--- src/rtl/iob_sprite_engine.sv ---
// -----------------------------------------------------------------------------
// iob_sprite_engine
//
// Purpose:
//   Renders N_SPRITES rectangular sprites over a background colour. The CPU
//   writes sprite fields into shadow registers. The shadow set is copied into
//   the active set on frame_start, so a frame never shows half an update.
//   Pixels pass through a registered 2-stage pipeline: a hit test, then the
//   output register. Per-frame sticky collision flags and a committed frame
//   counter are provided for game logic.
//
// Ports:
//   clk          system clock
//   rst          synchronous active-high reset
//   cfg_we       shadow register write strobe
//   cfg_addr     {sprite index, field}; field 0=LOC, 1=SIZE, 2=COLOR, 3=ignored
//   cfg_wdata    write data
//                  LOC:   x=[COORD_W-1:0], y=[2*COORD_W-1:COORD_W]
//                  SIZE:  hx=[7:0], hy=[15:8]
//                  COLOR: rgb=[RGB_W-1:0], enable=[31]
//   frame_start  one-cycle pulse at start of vertical blank (commit point)
//   pixel_valid  pixel_x/pixel_y valid this cycle
//   pixel_x/y    current pixel coordinates
//   rgb          pixel colour, two cycles after the pixel (BG_RGB when idle)
//   rgb_valid    pixel_valid delayed by two cycles
//   coll_status  collision flags of the last completed frame
//   frame_cnt    number of commits since reset (wraps at 16 bits)
// -----------------------------------------------------------------------------
module iob_sprite_engine #(
  parameter int               N_SPRITES = 4,
  parameter int               COORD_W   = 10,
  parameter int               RGB_W     = 12,
  parameter logic [RGB_W-1:0] BG_RGB    = '0
) (
  input  logic                          clk,
  input  logic                          rst,
  input  logic                          cfg_we,
  input  logic [$clog2(N_SPRITES)+1:0]  cfg_addr,
  input  logic [31:0]                   cfg_wdata,
  input  logic                          frame_start,
  input  logic                          pixel_valid,
  input  logic [COORD_W-1:0]            pixel_x,
  input  logic [COORD_W-1:0]            pixel_y,
  output logic [RGB_W-1:0]              rgb,
  output logic                          rgb_valid,
  output logic [N_SPRITES-1:0]          coll_status,
  output logic [15:0]                   frame_cnt
);

  localparam int AW = $clog2(N_SPRITES) + 2;
  // Wide enough that coord+half-size never wraps, whichever of the two is wider.
  localparam int EW = ((COORD_W > 8) ? COORD_W : 8) + 1;

  localparam logic [1:0] FIELD_LOC   = 2'd0;
  localparam logic [1:0] FIELD_SIZE  = 2'd1;
  localparam logic [1:0] FIELD_COLOR = 2'd2;

  logic [COORD_W-1:0] sh_x   [N_SPRITES];
  logic [COORD_W-1:0] sh_y   [N_SPRITES];
  logic [7:0]         sh_hx  [N_SPRITES];
  logic [7:0]         sh_hy  [N_SPRITES];
  logic [RGB_W-1:0]   sh_rgb [N_SPRITES];
  logic               sh_en  [N_SPRITES];

  logic [COORD_W-1:0] act_x   [N_SPRITES];
  logic [COORD_W-1:0] act_y   [N_SPRITES];
  logic [7:0]         act_hx  [N_SPRITES];
  logic [7:0]         act_hy  [N_SPRITES];
  logic [RGB_W-1:0]   act_rgb [N_SPRITES];
  logic               act_en  [N_SPRITES];

  logic [COORD_W-1:0] eff_x   [N_SPRITES];
  logic [COORD_W-1:0] eff_y   [N_SPRITES];
  logic [7:0]         eff_hx  [N_SPRITES];
  logic [7:0]         eff_hy  [N_SPRITES];
  logic [RGB_W-1:0]   eff_rgb [N_SPRITES];
  logic               eff_en  [N_SPRITES];

  logic [AW-1:0]        cfg_sprite;
  logic [1:0]           cfg_field;
  logic [N_SPRITES-1:0] hit_c;
  logic [RGB_W-1:0]     sel_rgb;
  logic                 s1_valid;
  logic [N_SPRITES-1:0] s1_hit;
  logic [RGB_W-1:0]     s1_rgb;
  logic [N_SPRITES-1:0] coll_now;
  logic [N_SPRITES-1:0] coll_acc;
  logic                 unused_wdata;

  assign cfg_sprite   = cfg_addr >> 2;
  assign cfg_field    = cfg_addr[1:0];
  // Gathers write-data bits that no field decodes.
  assign unused_wdata = ^cfg_wdata;

  // True when p lies within c-h .. c+h, with the low edge clamped at 0 and
  // the high edge allowed to run past the screen instead of wrapping.
  function automatic logic in_span(input logic [COORD_W-1:0] c,
                                   input logic [7:0]         h,
                                   input logic [COORD_W-1:0] p);
    logic [EW-1:0] ce, he, pe, lo, hi;
    ce = EW'(c);
    he = EW'(h);
    pe = EW'(p);
    lo = (ce >= he) ? (ce - he) : '0;
    hi = ce + he;
    return (pe >= lo) && (pe <= hi);
  endfunction

  // CPU writes land in the shadow set only. A write in the frame_start cycle
  // lands after the commit copy, so it waits for the following commit.
  always_ff @(posedge clk) begin
    if (rst) begin
      for (int i = 0; i < N_SPRITES; i++) begin
        sh_x[i]   <= '0;
        sh_y[i]   <= '0;
        sh_hx[i]  <= '0;
        sh_hy[i]  <= '0;
        sh_rgb[i] <= '0;
        sh_en[i]  <= 1'b0;
      end
    end else if (cfg_we) begin
      for (int i = 0; i < N_SPRITES; i++) begin
        if (cfg_sprite == AW'(i)) begin
          case (cfg_field)
            FIELD_LOC: begin
              sh_x[i] <= cfg_wdata[COORD_W-1:0];
              sh_y[i] <= cfg_wdata[2*COORD_W-1:COORD_W];
            end
            FIELD_SIZE: begin
              sh_hx[i] <= cfg_wdata[7:0];
              sh_hy[i] <= cfg_wdata[15:8];
            end
            FIELD_COLOR: begin
              sh_rgb[i] <= cfg_wdata[RGB_W-1:0];
              sh_en[i]  <= cfg_wdata[31];
            end
            default: ;
          endcase
        end
      end
    end
  end

  // Commit the whole shadow set at frame start.
  always_ff @(posedge clk) begin
    if (rst) begin
      for (int i = 0; i < N_SPRITES; i++) begin
        act_x[i]   <= '0;
        act_y[i]   <= '0;
        act_hx[i]  <= '0;
        act_hy[i]  <= '0;
        act_rgb[i] <= '0;
        act_en[i]  <= 1'b0;
      end
    end else if (frame_start) begin
      for (int i = 0; i < N_SPRITES; i++) begin
        act_x[i]   <= sh_x[i];
        act_y[i]   <= sh_y[i];
        act_hx[i]  <= sh_hx[i];
        act_hy[i]  <= sh_hy[i];
        act_rgb[i] <= sh_rgb[i];
        act_en[i]  <= sh_en[i];
      end
    end
  end

  // A pixel arriving together with frame_start already sees the values being
  // committed, so the hit test reads the shadow set in that cycle.
  always_comb begin
    for (int i = 0; i < N_SPRITES; i++) begin
      eff_x[i]   = frame_start ? sh_x[i]   : act_x[i];
      eff_y[i]   = frame_start ? sh_y[i]   : act_y[i];
      eff_hx[i]  = frame_start ? sh_hx[i]  : act_hx[i];
      eff_hy[i]  = frame_start ? sh_hy[i]  : act_hy[i];
      eff_rgb[i] = frame_start ? sh_rgb[i] : act_rgb[i];
      eff_en[i]  = frame_start ? sh_en[i]  : act_en[i];
    end
  end

  // Hit test and priority pick. Walking from the top index down leaves the
  // lowest-index hit as the winner. The winning colour is captured with the
  // pixel so a commit while the pixel is in flight cannot recolour it.
  always_comb begin
    hit_c   = '0;
    sel_rgb = BG_RGB;
    for (int i = N_SPRITES - 1; i >= 0; i--) begin
      hit_c[i] = pixel_valid && eff_en[i] &&
                 in_span(eff_x[i], eff_hx[i], pixel_x) &&
                 in_span(eff_y[i], eff_hy[i], pixel_y);
      if (hit_c[i]) begin
        sel_rgb = eff_rgb[i];
      end
    end
  end

  // Stage 1 register: validity, hit vector and winning colour.
  always_ff @(posedge clk) begin
    if (rst) begin
      s1_valid <= 1'b0;
      s1_hit   <= '0;
      s1_rgb   <= BG_RGB;
    end else begin
      s1_valid <= pixel_valid;
      s1_hit   <= hit_c;
      s1_rgb   <= sel_rgb;
    end
  end

  // Stage 2 register: bubbles show the background colour.
  always_ff @(posedge clk) begin
    if (rst) begin
      rgb_valid <= 1'b0;
      rgb       <= BG_RGB;
    end else begin
      rgb_valid <= s1_valid;
      rgb       <= s1_valid ? s1_rgb : BG_RGB;
    end
  end

  // A sprite collides when it is hit together with at least one other sprite.
  always_comb begin
    coll_now = '0;
    for (int i = 0; i < N_SPRITES; i++) begin
      coll_now[i] = s1_valid && s1_hit[i] &&
                    ((s1_hit & ~(N_SPRITES'(1) << i)) != '0);
    end
  end

  // Sticky collision accumulator and frame counter. At frame start the
  // finished frame's flags are published and the accumulator restarts with
  // whatever collides in that very cycle.
  always_ff @(posedge clk) begin
    if (rst) begin
      coll_acc    <= '0;
      coll_status <= '0;
      frame_cnt   <= '0;
    end else if (frame_start) begin
      coll_status <= coll_acc;
      coll_acc    <= coll_now;
      frame_cnt   <= frame_cnt + 16'd1;
    end else begin
      coll_acc    <= coll_acc | coll_now;
    end
  end

endmodule

--- config.mk ---
export PLATFORM = sky130hd
export DESIGN_NAME = iob_sprite_engine
export DESIGN_NICKNAME = d
export VERILOG_FILES = /design/src/rtl/iob_sprite_engine.sv
export SDC_FILE = /design/constraint.sdc
export NUM_CORES = 1
export LEC_CHECK = 0
export ABC_AREA = 1
export BUFFER_PORTS_ARGS = -buffer_cell sky130_fd_sc_hd__buf_4
export CORE_MARGIN = 2
export CORE_UTILIZATION = 69
export DETAILED_ROUTE_END_ITERATION = 10
export PLACE_DENSITY_LB_ADDON = 0.2
export SLEW_MARGIN = 40
export SYNTH_ARGS = -nofsm -noshare
export SYNTH_HDL_FRONTEND = slang
export SYNTH_SLANG_ARGS = --single-unit
export TNS_END_PERCENT = 1
--- constraint.sdc ---
create_clock -name clk -period 24 [get_ports clk]
set_input_delay 7.2 -clock clk [delete_from_list [all_inputs] [get_ports clk]]
set_output_delay 7.2 -clock clk [all_outputs]
set_load 0.01 [all_outputs]
# After elaboration in Yosys (flattened, before gate mapping)
# Memories as Yosys holds them, arrays and structs flattened.
# Cells that the tools add are included.
[op_classes]
eq_ne = 5
n_reduce_logical = 35
n_bitwise = 50
magnitude_cmp = 24
mux = 141
add_sub_neg = 17
[op_table]
columns = ["cell", "n"]
rows = [
  ["10-bit two-way mux", 24],
  ["12-bit two-way mux", 16],
  ["8-bit two-way mux", 24],
  ["10-bit by 8-bit adder with 11-bit output", 8],
  ["10-bit by 11-bit >= comparator with 1-bit output", 8],
  ["10-bit by 11-bit <= comparator with 1-bit output", 8],
  ["11-bit two-way mux", 8],
  ["10-bit by 8-bit subtractor with 11-bit output", 8],
  ["10-bit by 8-bit >= comparator with 1-bit output", 8],
  ["1-bit two-way mux", 68],
  ["1-bit bitwise OR", 48],
  ["1-bit logical AND", 28],
  ["16-bit by 1-bit adder with 16-bit output (second input constant)", 1],
  ["4-bit nonzero test", 4],
  ["2-bit equality test (second input constant)", 3],
  ["2-bit by 1-bit equality test with 1-bit output (second input constant)", 2],
  ["4-bit zero test", 1],
  ["4-bit two-way mux", 1],
  ["4-bit bitwise OR", 1],
  ["2-bit zero test", 1],
  ["2-bit OR reduction", 1],
  ["1-bit NOT", 1],
]
[totals]
wordCells = 292
output_inout_bits = 33
register_bits = 54
mem_bits_rw = 392
mem_count = 12
[memory_table]
columns = ["memory", "words", "word_bits", "read_ports", "rd_clocked_by_memory_dff", "write_ports", "line", "text"]
rows = [
  ["act_rgb", 4, 12, 4, 0, 4, "69", "logic [RGB_W-1:0] act_rgb [N_SPRITES];"],
  ["sh_rgb", 4, 12, 4, 0, 4, "62", "logic [RGB_W-1:0] sh_rgb [N_SPRITES];"],
  ["act_x", 4, 10, 4, 0, 4, "65", "logic [COORD_W-1:0] act_x [N_SPRITES];"],
  ["act_y", 4, 10, 4, 0, 4, "66", "logic [COORD_W-1:0] act_y [N_SPRITES];"],
  ["sh_x", 4, 10, 4, 0, 4, "58", "logic [COORD_W-1:0] sh_x [N_SPRITES];"],
  ["sh_y", 4, 10, 4, 0, 4, "59", "logic [COORD_W-1:0] sh_y [N_SPRITES];"],
  ["6 more memories", "n/a", "n/a", "n/a", "n/a", "n/a", "n/a", ""],
]

# Logic depth before layout (Yosys ltp)
# Gate-level depths: netlist (run 1).
# An unclocked memory read counts as a cell.
[logic_depth]
ltp_word = 12
mapped_depth = 37

# Worst setup path before layout (run 1)
# No wires, ideal clock.
[synth_path]
kind = "in2reg"
start = "input port frame_start"
end = "memory act_en[0], enable pin"
slack_ps = 10920
arrival_time_ps = 11495
required_ps = 22415
setup_time_ps = 1585
n_path_buf = 4
cell_stages = 6
path_cell_list = "inv_2 > clkbuf_1 > clkbuf_1 > clkbuf_1 > buf_2 > nand2_1"
[synth_rtl]
columns = ["element", "line", "text"]
rows = [
  ["start: declaration", "40", "input logic frame_start,"],
  ["end: declaration", "70", "logic act_en [N_SPRITES];"],
]

# Final worst setup path (run 1)
[layout_path]
start = "input port frame_start"
end = "register s1_rgb[3]"
[layout_via]
elab_chain_len = 11
elab_cells_between_ends = 96
[layout_lines]
columns = ["element", "line", "text"]
rows = [
  ["10-bit two-way mux / 8-bit two-way mux (equally long branches)", "171, 173", ""],
  ["10-bit by 8-bit subtractor with 11-bit output / 10-bit by 8-bit >= comparator with 1-bit output (equally long branches)", "104", "lo = (ce >= he) ? (ce - he) : '0;"],
  ["11-bit two-way mux", "104", ""],
  ["10-bit by 11-bit >= comparator with 1-bit output", "106", "return (pe >= lo) && (pe <= hi);"],
  ["1-bit logical AND", "106", ""],
  ["1-bit logical AND", "187", "hit_c[i] = pixel_valid && eff_en[i] &&"],
  ["1-bit logical AND", "188", "in_span(eff_x[i], eff_hx[i], pixel_x) &&"],
  ["12-bit two-way mux (3 in a row)", "190", "if (hit_c[i]) begin"],
  ["12-bit two-way mux *", "190", ""],
  ["end signal: assignment", "205", "s1_rgb <= sel_rgb;"],
  ["end: declaration", "85", "logic [RGB_W-1:0] s1_rgb;"],
]
# Every way passes the cells marked *; elsewhere a longest branch is shown, timed or not.
# A chain may end at the register's enable or synchronous reset.

==> flow_summary.json, run 1 <==
{
  "synth_top_area_share_pct": 40.5,
  "dieArea_sq_um": 43800,
  "setup_viol": 0,
  "grt_max_degree": 100,
  "yosys_warnings": 0,
  "cp-start-kind": "input port",
  "cp_max_fo": 84,
  "hpwl_microns": 51200,
  "fill_cells": 3108,
  "drt_wl_total_microns": 71800,
  "max_slew_margin_pct": 41.9,
  "syn-num-nets": 3924,
  "syn2layout_area_growth_pct": 7.84,
  "clk_latency_ns": 0.56,
  "p_per_area_nw_per_um2": 68.7,
  "num-nets-final": 3931,
  "max_cap_viol_count": 0,
  "power.total_w": 0.00215,
  "rsz0062_at_grt": "no",
  "cts-resized-gates": 0,
  "clock_skew_ns": 0.0324,
  "cts_buffer_depth": 3,
  "min-delay-start": "s1_rgb[10]",
  "multi_input_area_sq_um": 13700,
  "cpMostUsedCell": "nand2_1",
  "portBuffers": 82,
  "crit_type": "input port to flip-flop",
  "post-route-drc-count": 0,
  "crit_arrival_ns": 13.41,
  "r2r-start": "act_x[0][1]",
  "r2r_end": "s1_rgb[3]",
  "critical_path.top_delay_family": "buffers and inverters",
  "syn_inst": 3558,
  "pin_count": 94,
  "ys_seq_area_share_pct": 44.2,
  "post-route-period-util_pct": 54.1,
  "fp.dieH_microns": 209,
  "min_to": "rgb[10]",
  "register_area_sq_um": 12900,
  "numClockSinks": 446,
  "cts_root_buf": "clkbuf_16",
  "wl_per_cell_microns": 17.4,
  "r2r_setup_slack_ns": 18.76,
  "htreeDepth": 2,
  "ys_ff_latch": 446,
  "rows": 75,
  "antenna_found_initial": 0,
  "hold_viol_final": 0,
  "worst_pin_slew_ns": 0.868,
  "synthTopCellsByArea": "edfxtp_1 (40%), ha_1 (12%), nand2_1 (9.6%), nor2_1 (7.3%), inv_1 (6.8%)",
  "syn_area_per_cell_sq_um": 8.17,
  "layout-drive-gt1-share_pct": 6.73,
  "hold_class": "flip-flop to flip-flop",
  "power.leakage_nw": 15.1,
  "crit_path_end_kind": "flip-flop",
  "setup_tns_ns": 0,
  "required_ns": 24.43,
  "reg2reg_depth": 29,
  "gr-usage-all-layers_pct": 32.8,
  "cts_setup_buffers": 0,
  "run_status": "finished clean",
  "grt_overflow": 0,
  "place_area_sq_um": 29900,
  "drtIter0Drc": 2134,
  "fmaxAchievable_mhz": 77.1,
  "dr.pass1.iters": 6,
  "cp_slowest_cell": "buf_4",
  "cts_buffers": 44,
  "cts_tree": "yes",
  "slowest_delay_ns": 0.69,
  "core_sq_um": 41800,
  "grt_pass1_vias": 22700,
  "irDropWorstVdd_uv": 69.2,
  "vias_per_cell": 5.72,
  "slew_viol_final": 0,
  "antennaDiodeCount": 0,
  "start_util_pct": 69.6,
  "antenna_left": 0,
  "clk_pin_slew_ns": 0.06,
  "hold_depth": 2,
  "synth_top_area_cell": "edfxtp_1",
  "syn_area_sq_um": 29100,
  "cts_hold_buf": 0,
  "path_buf_inv": 6,
  "grt_pass1_wl_microns": 114000,
  "routabilityCongestion": 0.916,
  "num_vias": 23600,
  "synth_cell_types": 50,
  "die_w_microns": 209,
  "min_period_ns": 12.98,
  "design_area_sq_um": 31300
}
[registers in the layout (all words and copies together) (netlist names)]
register,count
s1_rgb,12
act_hx,32
s1_hit,4
sh_x,40
sh_hx,32
act_hy,32
sh_en,4
act_en,4
act_x,40
frame_cnt,16
sh_hy,32
rgb_valid,1
rgb,12
act_y,40
coll_status,4
s1_valid,1
coll_acc,4
sh_y,40
act_rgb,48
sh_rgb,48
[cell type report]
| class | instances | share of cell area, % |
|---|---|---|
| clock buffer | 54 | 3.90 |
| sequential | 446 | 41.0 |
| multi-input combinational | 2445 | 43.7 |
| tap | 539 | 2.15 |
| clock inverter | 24 | 0.527 |
| inverter | 535 | 6.42 |
| timing repair buffer | 93 | 2.30 |
[where the power goes]
group / total (W) / leakage [nW] / switching (W) / internal [W]
logic: 0.000584 / 9.88 / 0.000384 / 0.000199
clock network: 0.000668 / 0.689 / 0.000295 / 0.000374
registers: 0.000901 / 4.49 / 0.0000122 / 0.000889
[cells by family after synthesis]
family,count (synthesis),synth area share [%]
simple gates,1596,22.4
buf+inv,667,8.89
compound gates,486,9.16
flops,446,44.2
fa+ha+maj,305,13.5
xor+xnor,58,1.75
[worst reg2reg max path: cells and delay by family, from the launching register on]
family	cells	cell delay, ns
AO/OA/AOI/OAI	6	1.25
AND/OR/NAND/NOR	18	2.57
buffers and inverters	3	0.38
flip-flops	1	0.36
adder cells (fa/ha/maj)	2	0.63
[worst max-delay path by stage]
stage | startpoint | endpoint | slack [ns] | cells after the start
after floorplan | frame_start | act_en[0] | 10.92 | 6
after global placement | frame_start | s1_rgb[3] | 10.47 | 28
after detailed placement | frame_start | s1_rgb[3] | 10.34 | 28
after CTS | frame_start | s1_rgb[3] | 10.91 | 28
after global routing | frame_start | s1_rgb[3] | 10.58 | 28
final | frame_start | s1_rgb[3] | 11.02 | 28
[layout by cell type (no fill, tap or decap), types with 8 or more instances in the layout]
cell type,netlist,routed
clkbuf_16,0,46
nor3_1,32,31
nand4_1,22,22
nand2_2,9,14
o21bai_1,11,11
clkinv_2,0,10
nor2_2,8,8
a21boi_0,15,15
fa_1,16,16
nor2_1,568,568
buf_4,5,88
ha_1,289,289
nand3_1,164,158
o31ai_1,9,8
or2_2,23,23
clkinv_1,2,9
a21oi_1,163,163
o21ai_1,22,25
nand2_1,744,737
dfxtp_1,54,54
nor4_1,8,8
a21o_1,13,13
xor2_1,51,51
edfxtp_1,392,392
inv_1,529,527
o21ai_0,220,216
[cell usage after synthesis, drive strengths merged]
library cell,number
clkinv,2
nand3,165
clkbuf,103
o31ai,9
a21oi,163
xnor2,7
a221oi,1
o21ai,251
o21bai,11
nor3,34
nand2,754
o211ai,3
xor2,51
or2,23
fa,16
a211oi,1
nand4,23
buf,29
nor4,8
nand3b,8
a31oi,6
ha,289
edfxtp,392
o21a,6
o22ai,4
o2111ai,1
o31a,1
inv,533
dfxtp,54
nor2,581
a21boi,15
o221ai,1
a21o,13
[through the flow]
stage	std cells	worst slack, ns	hold WS (ns)	util, %
after floorplan	3558	10.92	0.394	-
after global placement	4058	10.47	0.402	71.6
after detailed placement	4058	10.34	0.402	71.7
after CTS	4136	10.91	0.412	75.0
after global routing	4136	10.58	0.434	75.1
final	4136	11.02	0.412	75.1
[per-layer routing]
metal | part of all wire, % | vias up | global-route usage (%)
met5 | 0 | - | 0
met4 | 3.8 | 0 | 13.0
met3 | 8.1 | 184 | 4.16
met2 | 48 | 963 | 56.6
met1 | 40 | 11000 | 42.3
li1 | - | 11500 | -
No activity file was read; power rests on OpenSTA's default activity.
==> run 2, diff against run 1 <==
--- a/config.mk
+++ b/config.mk
@@ -5,10 +5,10 @@
 export SDC_FILE = /design/constraint.sdc
 export NUM_CORES = 1
 export LEC_CHECK = 0
-export ABC_AREA = 1
+export ABC_AREA = 0
 export BUFFER_PORTS_ARGS = -buffer_cell sky130_fd_sc_hd__buf_4
 export CORE_MARGIN = 2
-export CORE_UTILIZATION = 69
+export CORE_UTILIZATION = 64
 export DETAILED_ROUTE_END_ITERATION = 10
 export PLACE_DENSITY_LB_ADDON = 0.2
 export SLEW_MARGIN = 40
==> constraint.sdc (replaced) <==
create_clock -name clk -period 12.3 [get_ports clk]
set_input_delay 3.69 -clock clk [delete_from_list [all_inputs] [get_ports clk]]
set_output_delay 3.69 -clock clk [all_outputs]
set_load 0.01 [all_outputs]
==> flow_summary.json, run 2 <==
{
  "synth_top_area_cell": "edfxtp_1",
  "numClockSinks": 446,
  "cts_tree": "yes",
  "synth-edff-count": 392,
  "crit_type": "input port to flip-flop",
  "setup_tns_ns": 0,
  "setup_viol": 0,
  "run_status": "finished clean",
  "synth_ff_type": "edfxtp_1",
  "syn_area_per_cell_sq_um": 10.7,
  "cts_hold_buf": 0,
  "final_common_cell": "and2_1",
  "rows": 78,
  "synth_common_cells": "and2_1 (415), edfxtp_1 (392), ha_1 (289)",
  "synth_cell_types": 79,
  "final_cell_mix": "and2_1 (415), edfxtp_1 (392), ha_1 (289)",
  "hpwl_microns": 48800,
  "clk_pin_slew_ns": 0.06,
  "cts-resized-gates": 0,
  "ys_seq_area_share_pct": 44.3,
  "antenna_found_initial": 3,
  "syn_area_sq_um": 29000,
  "timing.hold.ws_ns": 0.430,
  "syn_inst": 2703,
  "cts_buffers": 44,
  "vias_per_cell": 6.03,
  "cp-start-kind": "input port",
  "grt_pass1_wl_microns": 109000,
  "cts_setup_buffers": 0,
  "power_frac_seq_pct": 41.4,
  "fill_cells": 3295,
  "post-synth-top-count-cell": "and2_1",
  "grt_pass1_vias": 20100,
  "pin_count": 94,
  "clk_latency_ns": 0.57,
  "hold_viol_final": 0,
  "clock_power_share_pct": 31.7,
  "drtIter0Drc": 1697,
  "required_ns": 12.79,
  "drt_wl_total_microns": 69900,
  "cts_root_buf": "clkbuf_16",
  "gr-usage-all-layers_pct": 29.7,
  "crit_arrival_ns": 9.79,
  "cp_max_fo": 79,
  "fp.dieH_microns": 217,
  "core_sq_um": 45100,
  "clock_skew_ns": 0.0253,
  "synthArstFlopShare_pct": 0,
  "syn-num-nets": 3069,
  "post-route-period-util_pct": 75.6,
  "fmaxAchievable_mhz": 108,
  "rsz0062_at_grt": "no",
  "cts_buffer_depth": 3,
  "p_per_area_nw_per_um2": 135,
  "instances_no_fill": 3370,
  "max_slew_margin_pct": 44.2,
  "min_period_ns": 9.30,
  "max_cap_viol_count": 0,
  "post-route-drc-count": 0,
  "hold_class": "flip-flop to flip-flop",
  "switching_share_pct": 30.2,
  "die_w_microns": 217,
  "pwr-share-comb_pct": 26.9,
  "wl_per_cell_microns": 20.7,
  "top_regs": "act_rgb: 48 flops, sh_rgb: 48 flops",
  "num-nets-final": 3099,
  "register_area_sq_um": 12900,
  "start_util_pct": 64.4,
  "multi_input_area_sq_um": 15100,
  "fin_util_pct": 70.3,
  "worst_pin_slew_ns": 0.835,
  "yosys_warnings": 0,
  "placed_cells": 3287,
  "grt_overflow": 0,
  "p_sw_w": 0.00129,
  "synthTopCellsByArea": "edfxtp_1 (41%), ha_1 (12%), and2_1 (8.9%), mux2_2 (4.0%), dfxtp_1 (3.7%)",
  "place_area_sq_um": 30200,
  "ys_ff_latch": 446,
  "htreeDepth": 2,
  "dieArea_sq_um": 47100,
  "num_vias": 20300,
  "irDropWorstVdd_uv": 147,
  "crit_path_end_kind": "flip-flop",
  "antenna_left": 0,
  "syn2layout_area_growth_pct": 9.14,
  "design_area_sq_um": 31700,
  "slew_viol_final": 0,
  "synth_top_area_share_pct": 40.5,
  "dr.pass1.iters": 5,
  "p_int_w": 0.00299,
  "power.leakage_nw": 13.4,
  "grt_max_degree": 133,
  "portBuffers": 82,
  "layout-drive-gt1-share_pct": 12.0,
  "routabilityCongestion": 0.910
}
==> run 2: cell count changes after synthesis, moves of 107 or more <==
cell / change
nand2_1: -621
nor2_1: -430
and2_1: +415
inv_1: -368
o21ai_0: -131
nand3_1: -124
mux2i_1: +107
==> run 2: metal layers <==
| layer | vias up | wire length (microns) | track usage (%) |
|---|---|---|---|
| met3 | 142 | 5210 | 4.77 |
| met4 | 0 | 2130 | 9.36 |
| met1 | 9845 | 30500 | 40.9 |
| met5 | - | 0 | 0 |
| met2 | 692 | 32100 | 48.4 |
| li1 | 9627 | - | - |
==> run 2: worst max-delay path: stages <==
cell       delay (ns)
buf_8            0.47
buf_4            0.59
mux2i_1          0.52
ha_1             0.35
nor2b_1          0.15
o31ai_1          0.49
a211oi_1         0.21
nand4bb_1        0.49
and2_1           0.31
ha_1             0.26
nand2b_1         0.14
a211oi_1         0.25
nor3_1           0.10
a211oi_1         0.42
a2111o_1         0.21
a211o_1          0.42
o311ai_2         0.18
buf_4            0.25
o21ai_1          0.22
==> run 2: final timing paths <==
check,start,endpoint,slack [ns],depth (start not counted)
worst max-delay path,frame_start,s1_rgb[9],3.00,19
worst min-delay path,s1_rgb[3],rgb[3],0.43,1
worst max register to register,sh_y[2][1],s1_rgb[9],6.79,18
worst min register to register,s1_rgb[3],rgb[3],0.43,1
==> run 2: logic make-up (layout without fill, tap and decap cells) <==
kind of cell,count (synthesis),count (layout),synth area share (%)
flops,446,446,44.3
other cells,0,1,0
compound gates,402,402,9.04
simple gates,929,929,17.7
fa+ha+maj,305,305,13.6
mux,216,216,7.96
xor+xnor,119,119,3.59
buf+inv,286,352,3.86
==> run 2: power by group through the flow <==
stage	combinational, W	clock [W]	sequential [W]
final	0.00115	0.00136	0.00178
after global routing	0.00128	0.00143	0.00178
after CTS	0.00114	0.00137	0.00177
after detailed placement	0.00114	0	0.00181
after global placement	0.00109	0	0.00180
after floorplan	0.000843	0	0.00180
==> run 2: layout make-up <==
cell class	instances	area share, %
inverters	161	1.95
clock buffers	54	3.69
diodes	1	0.00790
flip-flops and latches	446	40.6
well taps	600	2.37
clock inverters	28	0.924
repair buffers	109	2.76
multi-input cells	1971	47.7
==> run 2: per-stage QoR <==
stage	setup WS (ns)	power, W
floorplan	2.70	0.00264
global route	2.64	0.00450
CTS	3.04	0.00429
finish	3.00	0.00429
global placement	2.59	0.00289
detailed placement	2.47	0.00294
==> run 3, diff against run 2 <==
==> constraint.sdc (replaced) <==
create_clock -name clk -period 8.6 [get_ports clk]
set_input_delay 2.58 -clock clk [delete_from_list [all_inputs] [get_ports clk]]
set_output_delay 2.58 -clock clk [all_outputs]
set_load 0.01 [all_outputs]
==> flow_summary.json, run 3 (same netlist as run 2, synthesis figures left out) <==
{
  "run_status": "finished clean",
  "power.total_w": 0.00629,
  "cpMostUsedCell": "a21oi_1",
  "clk_pin_slew_ns": 0.06,
  "fmaxAchievable_mhz": 130,
  "num-nets-final": 3103,
  "core_sq_um": 45100,
  "place_area_sq_um": 30300,
  "hold_viol_final": 0,
  "num_vias": 20400,
  "clock_skew_ns": 0.0186,
  "min_period_ns": 7.68,
  "cts_buffer_depth": 3,
  "post-route-drc-count": 0,
  "timing.hold.ws_ns": 0.442,
  "pin_count": 94,
  "numClockSinks": 446,
  "rows": 78,
  "crit_type": "input port to flip-flop",
  "antenna_left": 0,
  "top_regs": "act_rgb: 48 flops, sh_rgb: 48 flops",
  "final_cell_mix": "and2_1 (415), edfxtp_1 (392), ha_1 (289)",
  "crit_path_end_kind": "flip-flop",
  "htreeDepth": 2,
  "dr.pass1.iters": 5,
  "cp_slowest_cell": "a2111o_1",
  "grt_max_degree": 148,
  "cts-resized-gates": 0,
  "hold_class": "flip-flop to flip-flop",
  "worst_pin_slew_ns": 0.835,
  "setup_viol": 0,
  "cp-start-kind": "input port",
  "hpwl_microns": 48800,
  "gr-usage-all-layers_pct": 29.9,
  "max_slew_margin_pct": 44.3,
  "antennaDiodeCount": 0,
  "post-route-period-util_pct": 89.3,
  "drt_wl_total_microns": 70100,
  "critical_path.top_delay_family": "compound AO/OA/AOI/OAI gates",
  "setup_tns_ns": 0,
  "cts_tree": "yes",
  "cts_buffers": 44,
  "cts_setup_buffers": 0,
  "layout-drive-gt1-share_pct": 12.1,
  "rsz0062_at_grt": "no",
  "p_per_area_nw_per_um2": 198,
  "grt_pass1_wl_microns": 110000,
  "irDropWorstVdd_uv": 168,
  "antenna_found_initial": 3,
  "required_ns": 9.04,
  "path_buf_inv": 4,
  "vias_per_cell": 6.05,
  "cp_max_fo": 76,
  "routabilityCongestion": 0.903,
  "met2_length_microns": 32200,
  "wl_met3_microns": 4900,
  "dieArea_sq_um": 47100,
  "final_common_cell": "and2_1",
  "top_layer": "met4",
  "design_area_sq_um": 31800,
  "drtIter0Drc": 1625,
  "grt_overflow": 0,
  "slew_viol_final": 0,
  "path_cells": "buf_8 > buf_12 > mux2i_1 > inv_1 > ha_1 > nand2b_1 > a21oi_1 > o21ai_0 > a21oi_1 > o21bai_1 > a21oi_1 > o221ai_1 > xor2_1 > ha_1 > and3_1 > a311oi_1 > a21oi_1 > a2111o_1 > a211o_1 > o311ai_2 > buf_4 > o221ai_1",
  "die_w_microns": 217,
  "max_cap_viol_count": 0,
  "clk_latency_ns": 0.57,
  "cts_root_buf": "clkbuf_16",
  "wl_per_cell_microns": 20.8,
  "syn2layout_area_growth_pct": 9.65,
  "portBuffers": 82,
  "power.leakage_nw": 13.4,
  "crit_arrival_ns": 8.12,
  "grt_pass1_vias": 20400,
  "start_util_pct": 64.4,
  "wl_met1_microns": 30600,
  "placed_cells": 3291,
  "instances_no_fill": 3372,
  "slowest_delay_ns": 0.47,
  "fp.dieH_microns": 217,
  "cts_hold_buf": 0
}
run 3: cell count changes in the layout (fill, tap and decap cells not counted), moves of 2 or more:
cell        delta
clkbuf_1       +2
bufinv_16      +5
o21ai_1        -2
clkbuf_16      +2
buf_12         +2
buf_4          +5
clkbuf_8       -2
clkinvlp_4     -3
run 3: final timing paths:
check	start	end	slack [ns]	depth (start not counted)
worst min register to register	s1_rgb[1]	rgb[1]	0.44	1
worst max register to register	sh_hy[0][1]	s1_rgb[11]	3.32	18
worst min-delay path	s1_rgb[1]	rgb[1]	0.44	1
worst max-delay path	frame_start	s1_rgb[11]	0.92	22
run 3: metal layers:
metal  vias up  GRT usage, %
met2       761          48.8
met5         -             0
met3       144          3.33
li1       9633             -
met1      9870          41.4
met4         0          11.0
run 3: final cells by class:
type,instances,area [sq um]
Timing Repair Buffer,113,897
Clock inverter,25,370
Clock buffer,56,1210
Inverter,161,617
Fill cell,3313,13300
Multi-Input combinational cell,1971,15100
Tap cell,600,751
Sequential cell,446,12900
run 3: through the flow:
stage / setup slack, ns / utilization [%]
floorplan: 0.112 / -
detailed placement: 0.400 / 67.1
global placement: 0.523 / 67.0
global route: 0.506 / 70.6
finish: 0.920 / 70.6
CTS: 1.00 / 70.6
run 3: power breakdown:
part,leakage [nW],internal [W],total (W),switching [W]
sequential,4.47,0.00249,0.00254,0.0000523
combinational,8.20,0.000689,0.00165,0.000962
clock,0.770,0.00127,0.00210,0.000830
total,13.4,0.00445,0.00629,0.00184
